[src/rtl/kernel_streamer.sv]
// kernel_streamer
//   Read-side partner of the kernel memory. When a replay is requested and the
//   memory reports ready, the flattened N = KERNEL_SIZE*KERNEL_SIZE coefficient
//   bus is captured into a private snapshot. The coefficients are then replayed
//   one per transfer over a valid/ready stream, first-written word first.
//
// Optional feature (macro KERNEL_STREAMER_REPEAT_EN):
//   Adds input repeat_mode. While it is high on the final transfer, the replay
//   wraps back to index 0 with no bubble, reusing the same snapshot.
//   The spec's port name, "repeat", is a reserved word, hence repeat_mode.
//
// Ports
//   clk           in   1        clock, all state on the rising edge
//   reset_n       in   1        asynchronous active-low reset
//   kernel_ready  in   1        kernel memory holds N valid words
//   kernel_flat   in   N*BITS   word k (k-th written) = [N*BITS-1-k*BITS -: BITS]
//   start         in   1        request one replay (ignored unless idle)
//   repeat_mode   in   1        (KERNEL_STREAMER_REPEAT_EN only) wrap on last word
//   coef_out      out  BITS     current coefficient
//   coef_valid    out  1        coef_out valid
//   coef_ready    in   1        downstream accepts
//   coef_idx      out  IDX_W    index of coef_out
//   coef_last     out  1        final coefficient of the kernel
//   busy          out  1        waiting for the memory or streaming
//   done          out  1        one-cycle pulse after the final transfer
module kernel_streamer #(
  parameter int BITS        = 9,
  parameter int KERNEL_SIZE = 3,
  localparam int N          = KERNEL_SIZE * KERNEL_SIZE,
  localparam int IDX_W      = (N > 1) ? $clog2(N) : 1
) (
  input  logic                clk,
  input  logic                reset_n,
  input  logic                kernel_ready,
  input  logic [N*BITS-1:0]   kernel_flat,
  input  logic                start,
`ifdef KERNEL_STREAMER_REPEAT_EN
  input  logic                repeat_mode,
`endif
  output logic [BITS-1:0]     coef_out,
  output logic                coef_valid,
  input  logic                coef_ready,
  output logic [IDX_W-1:0]    coef_idx,
  output logic                coef_last,
  output logic                busy,
  output logic                done
);

  typedef enum logic [1:0] {
    IDLE   = 2'b00,
    WAIT   = 2'b01,
    STREAM = 2'b10,
    DONE   = 2'b11
  } state_t;

  localparam logic [IDX_W-1:0] LAST_IDX = IDX_W'(N - 1);

  state_t              state;
  state_t              state_nxt;
  logic [IDX_W-1:0]    idx;
  logic [IDX_W-1:0]    idx_nxt;
  logic                load;
  logic [N*BITS-1:0]   snap;
  logic [N*BITS-1:0]   snap_nxt;
  logic                streaming_nxt;

  // Pure word selection from a flattened kernel; word 0 sits in the MSBs.
  function automatic logic [BITS-1:0] pick_word(
    input logic [N*BITS-1:0] flat,
    input logic [IDX_W-1:0]  k
  );
    logic [BITS-1:0] w;
    w = '0;
    for (int i = 0; i < N; i++) begin
      if (k == IDX_W'(i)) begin
        w = flat[N*BITS-1-i*BITS -: BITS];
      end
    end
    return w;
  endfunction

  // Next-state, next-index and snapshot-load decision.
  always_comb begin
    state_nxt = state;
    idx_nxt   = idx;
    load      = 1'b0;
    case (state)
      IDLE: begin
        if (start && kernel_ready) begin
          state_nxt = STREAM;
          idx_nxt   = '0;
          load      = 1'b1;
        end else if (start) begin
          state_nxt = WAIT;
        end else begin
          state_nxt = IDLE;
        end
      end
      WAIT: begin
        // start is deliberately not looked at here: no queuing of requests
        if (kernel_ready) begin
          state_nxt = STREAM;
          idx_nxt   = '0;
          load      = 1'b1;
        end else begin
          state_nxt = WAIT;
        end
      end
      STREAM: begin
        // coef_valid is high for the whole of STREAM, so coef_ready alone
        // marks a transfer
        if (coef_ready) begin
          if (idx == LAST_IDX) begin
`ifdef KERNEL_STREAMER_REPEAT_EN
            if (repeat_mode) begin
              state_nxt = STREAM;
              idx_nxt   = '0;
            end else begin
              state_nxt = DONE;
              idx_nxt   = '0;
            end
`else
            state_nxt = DONE;
            idx_nxt   = '0;
`endif
          end else begin
            idx_nxt = idx + IDX_W'(1);
          end
        end else begin
          state_nxt = STREAM;
        end
      end
      DONE: begin
        state_nxt = IDLE;
        idx_nxt   = '0;
      end
      default: begin
        state_nxt = IDLE;
        idx_nxt   = '0;
      end
    endcase
  end

  // Snapshot mux and stream flag feeding the registered outputs.
  always_comb begin
    snap_nxt      = snap;
    streaming_nxt = (state_nxt == STREAM);
    if (load) begin
      snap_nxt = kernel_flat;
    end else begin
      snap_nxt = snap;
    end
  end

  // State, index and snapshot registers.
  always_ff @(posedge clk or negedge reset_n) begin
    if (!reset_n) begin
      state <= IDLE;
      idx   <= '0;
      snap  <= '0;
    end else begin
      state <= state_nxt;
      idx   <= idx_nxt;
      snap  <= snap_nxt;
    end
  end

  // Registered outputs, computed from the next state so they line up with it.
  // During a stall idx and snap hold, so the payload holds too.
  always_ff @(posedge clk or negedge reset_n) begin
    if (!reset_n) begin
      coef_out   <= '0;
      coef_valid <= 1'b0;
      coef_idx   <= '0;
      coef_last  <= 1'b0;
      busy       <= 1'b0;
      done       <= 1'b0;
    end else begin
      coef_valid <= streaming_nxt;
      coef_out   <= streaming_nxt ? pick_word(snap_nxt, idx_nxt) : '0;
      coef_idx   <= streaming_nxt ? idx_nxt : '0;
      coef_last  <= streaming_nxt && (idx_nxt == LAST_IDX);
      busy       <= (state_nxt == WAIT) || (state_nxt == STREAM);
      done       <= (state_nxt == DONE);
    end
  end

endmodule

[config.mk]
export PLATFORM = sky130hd
export DESIGN_NAME = kernel_streamer
export DESIGN_NICKNAME = d
export VERILOG_FILES = /design/src/rtl/kernel_streamer.sv
export SDC_FILE = /design/constraint.sdc
export NUM_CORES = 1
export LEC_CHECK = 0
export BUFFER_PORTS_ARGS = -buffer_cell sky130_fd_sc_hd__buf_2
export CAP_MARGIN = 10
export CORE_MARGIN = 3
export CORE_UTILIZATION = 50
export CTS_CLUSTER_DIAMETER = 30
export DETAILED_ROUTE_END_ITERATION = 10
export GPL_ROUTABILITY_DRIVEN = 1
export PLACE_DENSITY = 0.74
export SYNTH_ARGS = -nofsm -noshare
export SYNTH_HDL_FRONTEND = slang
export SYNTH_SLANG_ARGS = --single-unit
[constraint.sdc]
create_clock -name clk -period 3 [get_ports clk]
set_input_delay 0.15 -clock clk [delete_from_list [all_inputs] [get_ports clk]]
set_output_delay 0.15 -clock clk [all_outputs]
set_load 0.01 [all_outputs]
* Yosys cells after proc, flatten, opt, wreduce, memory -nomap -nowiden
Cells that the tools add are included.
** Cells by class
- Add/sub/neg operators :: 1
- Equality and inequality tests :: 15
- Multiplexer cells :: 26
- Reduce and logical (&&, ||, !) cells :: 5
** Operator list (count)
- 9-bit two-way mux :: 10
- 81-bit two-way mux :: 1
- 4-bit two-way mux :: 5
- 4-bit by 3-bit equality test with 1-bit output (second input constant) :: 4
- 4-bit case mux with 4 select lines :: 1
- 2-bit equality test (second input constant) :: 4
- 4-bit by 2-bit equality test with 1-bit output (second input constant) :: 2
- 4-bit equality test (second input constant) :: 2
- 2-bit two-way mux :: 4
- 2-bit case mux with 4 select lines :: 1
- 4-bit by 1-bit adder with 4-bit output (second input constant) :: 1
- 2-bit by 1-bit equality test with 1-bit output (second input constant) :: 2
- 4-bit by 1-bit equality test with 1-bit output (second input constant) :: 1
- 4-bit zero test :: 1
- 1-bit two-way mux :: 3
- 1-bit logical AND :: 2
- 2-bit zero test :: 1
- 1-bit case mux with 2 select lines :: 1
- 1-bit logical OR :: 1
** Storage, ports and cells
- Bits in registers :: 104
- Input port bits :: 86
- Output and inout bits :: 17
- Word-level logic and storage cells :: 56

* Logic depth before layout (Yosys ltp)
- Word-level depth :: 15
- Depth in mapped cells :: 12
- Gate-level depth less buffers :: 10

* Worst setup path before layout
Ideal clock, no wire load.
- Kind :: flip-flop to flip-flop
- From :: register idx[0]
- To :: register coef_out[7]
- Arrival :: 2064 ps
- Setup slack :: 803 ps
- Stages on the path, launching flop included :: 11
- Path buffers :: 0
- Period minus slack after synthesis :: 2197 ps
- Cells stage by stage :: dfrtp_1 > inv_1 > ha_1 > and3b_1 > nor4b_2 > a21oi_4 > inv_6 > a211oi_4 > a41o_4 > o21ba_1 > a31oi_1
** Between the ends
- Longest elaborated chain between the ends :: 15
- Elaborated cells on any way between the ends :: 30
- Classes of those cells :: add/sub (1); eq/ne (10); mux (18); reduce/logical (1)
** RTL lines
- from (decl) :: RTL line 60 : logic [IDX_W-1:0] idx;
- from (signal assigned) :: RTL line 163 : idx <= idx_nxt;
- 4-bit by 1-bit adder with 4-bit output / 4-bit equality test (equally long branches) :: RTL line 127, 113
- 4-bit two-way mux :: RTL line 113 : if (idx == LAST_IDX) begin
- 4-bit two-way mux :: RTL line 112 : if (coef_ready) begin
- 4-bit case mux with 4 select lines :: RTL line 87 : case (state)
- 4-bit zero test :: RTL line 75 : if (k == IDX_W'(i)) begin
- 9-bit two-way mux (9 in series) :: RTL line 75
- 9-bit two-way mux (*) :: RTL line 180 : coef_out <= streaming_nxt ? pick_word(snap_nxt, idx_nxt) : '0;
- to (signal assigned) :: RTL line 180
- to (decl) :: RTL line 40 : output logic [BITS-1:0] coef_out,
Mark *: on every way between the ends. The rest lies on a longest branch, timed or not.

* Final worst setup path
Same ends and word-level chain as after synthesis.

==> results.toml <==
[clocking]
insertion_delay_ns = 0.36
ctsResizeCount = 0
cts_num_sinks = 104
clk_pin_slew_ns = 0.09
tritoncts = "built"
cts_setup_buffers = 0
cts-root-buf = "clkbuf_8"
clk_path_buf_depth = 2
cts_buffers = 9
ctsHtreeMaxLevel = 3
cts_hold_buffers = 1

[worst_setup_path]
cpMaxStageDelayCell = "dfrtp_1"
start_kind = "register"
cp.arrival_ns = 2.92
critical_path_class = "reg2reg"
worst-path-buf-inv = 2
required_ns = 3.24
path_cells = "inv_1 > ha_1 > and3b_1 > nor4b_2 > a21oi_4 > inv_6 > a211oi_4 > a41o_4 > o21ba_1 > a31oi_1"
crit_path_max_incr_delay_ns = 0.49
end_kind = "register"
cp_top_family = "compound AO/OA/AOI/OAI gates"
cp_max_fo = 46

[timing]
fin_worst_skew_ns = 0.00790
layout_setup_ws_ns = 0.318
rsz0062_at_grt = "false"
hold_ws_ns = 0.0372
fin_crit_sh_pct = 89.4
tns_ns = 0
hold_violations = 0
drv_slew = 0
max-slew-margin-rel_pct = 49.0
worst_pin_slew_ns = 0.765
finalSetupViolCount = 0
fmax_mhz = 373
period_minus_slack_ns = 2.68

[floorplan]
start_util_pct = 52.5
num_rows = 35
die_y_um = 106
design.core.area_mm2 = 0.00946
die_w_um = 106
die_area_mm2 = 0.0112
io_pins = 103

[routing]
vias = 3450
drc = 0
wirelength_um = 11100
vias_per_cell = 5.56
first_iter_violations = 195
detail-route-antenna-nets = 0
first_pass_iters = 4
wl_per_cell_um = 17.9

[logic_synthesis]
synthCells = 394
async_flop_share_pct = 100
syn_nets = 484
ys_ff_latch = 104
syn_area_mm2 = 0.00497
yosysWarningCount = 0
syn_avg_cell_area_um2 = 12.6
synth_edf_count = 0
synth_seq_area_share_pct = 52.4
ys.flop_type = "dfrtp_1"
ys_types = 53

[layout]
drive_gt1_share_pct = 44.7
layout.cells.most_common = "dfrtp_1"
diodes = 0
area_growth_pct = 17.0
final_cell_mix = "104 x dfrtp_1, 101 x buf_2, 73 x mux2_2, 24 x nand3_1, 18 x mux2i_1"
design_area_mm2 = 0.00581
final_nets = 577
final_util_pct = 61.4
fin_cells = 621

[place]
place_congestion = 0.872
port-buffer-count = 102
dp.cells = 604
post-dp-hpwl_um = 8070
pre_cts_ws_ns = 0.322
place_area_mm2 = 0.00557

[global_routing]
grt_max_degree = 61
grt_antenna_before_repair = 0
grt_pass1_vias = 3497
grt_pass1_wl_um = 17900
grt.total_usage_pct = 20.0
grt-ovfl-total = 0

[outcome]
status = "completed"

[power_and_ir_drop]
leakage_nw = 2.72
peakVddDrop_mv = 0.471
p_per_area_mw_per_mm2 = 1060
p_total_mw = 6.18

[job]
cap_violations = 0

[min_path]
worst_hold_path_type = "in2reg"
==> worst register-to-register path: cells and delay by family, from the launching register on <==
family	cells	cell delay, ns
AOI/OAI and AO/OA	5	0.85
adders and majority gates	1	0.19
buffers and inverters	2	0.42
DFF	1	0.49
and+or+nand+nor	2	0.61
==> worst paths after layout <==
check	startpoint	endpoint	slack [ns]	cells after the start
min reg2reg	snap[8]$_DFF_PN0_	snap[8]$_DFF_PN0_	0.51	1
min in group asynchronous	reset_n	snap[62]$_DFF_PN0_	0.39	2
max	idx[0]$_DFF_PN0_	coef_out[7]$_DFF_PN0_	0.32	10
min	kernel_flat[65]	snap[65]$_DFF_PN0_	0.04	2
max in group asynchronous	reset_n	snap[65]$_DFF_PN0_	1.91	3
max reg2reg	idx[0]$_DFF_PN0_	coef_out[7]$_DFF_PN0_	0.32	10
==> area by class of cell <==
cell class                 instances  area (µm²)
tap                              129         161
clock inverter                     6         108
sequential                       104        2600
clock buffer                      10         128
multi-input combinational        252        2170
timing repair buffer             110         601
fill                             792        3650
inverter                          10        42.5
==> cells by family (layout without fill, tap and decap cells) <==
group / count (synthesis) / after routing / share of synthesized area, %
flops: 104 / 104 / 52.4
mux: 100 / 100 / 22.9
compound gates: 76 / 76 / 11.6
simple gates: 69 / 69 / 7.53
buf+inv: 38 / 136 / 4.01
fa+ha+maj: 4 / 4 / 1.01
xor+xnor: 3 / 3 / 0.529
==> layer usage <==
layer / part of all wire, % / global-route usage, % / vias to the layer above
li1: - / - / 1621
met1: 47 / 29.3 / 1706
met2: 46 / 30.4 / 107
met3: 5.5 / 3.43 / 16
met4: 1.7 / 6.20 / 0
met5: 0 / 0 / -
==> state kept, by name, indices dropped and copies added (netlist names) <==
| signal | flops |
|---|---|
| snap | 81 |
| coef_out | 9 |
| coef_idx | 4 |
| idx | 4 |
| state | 2 |
| busy | 1 |
| coef_last | 1 |
| coef_valid | 1 |
| done | 1 |
==> Yosys cell counts, drive strengths merged, types with 2 or more instances <==
cell type / number / area (µm²)
dfrtp: 104 / 2600
mux2: 82 / 957
buf: 24 / 141
nand3: 24 / 120
mux2i: 18 / 180
a31oi: 17 / 106
nand2: 13 / 48.8
nor2: 11 / 51.3
o21ai: 10 / 50.1
a21o: 9 / 67.6
a21oi: 9 / 56.3
inv: 9 / 38.8
a22o: 8 / 70.1
o41ai: 8 / 70.1
and2: 6 / 37.5
nor3: 5 / 35.0
clkbuf: 4 / 15.0
ha: 4 / 50.1
a211oi: 2 / 27.5
o21a: 2 / 15.0
o22ai: 2 / 12.5
xor2: 2 / 17.5
==> where the power goes <==
part	internal [mW]	switching [mW]
Sequential	2.06	0.212
Clock	0.552	0.465
Combinational	1.30	1.60
(Power assumes the default switching activity.)
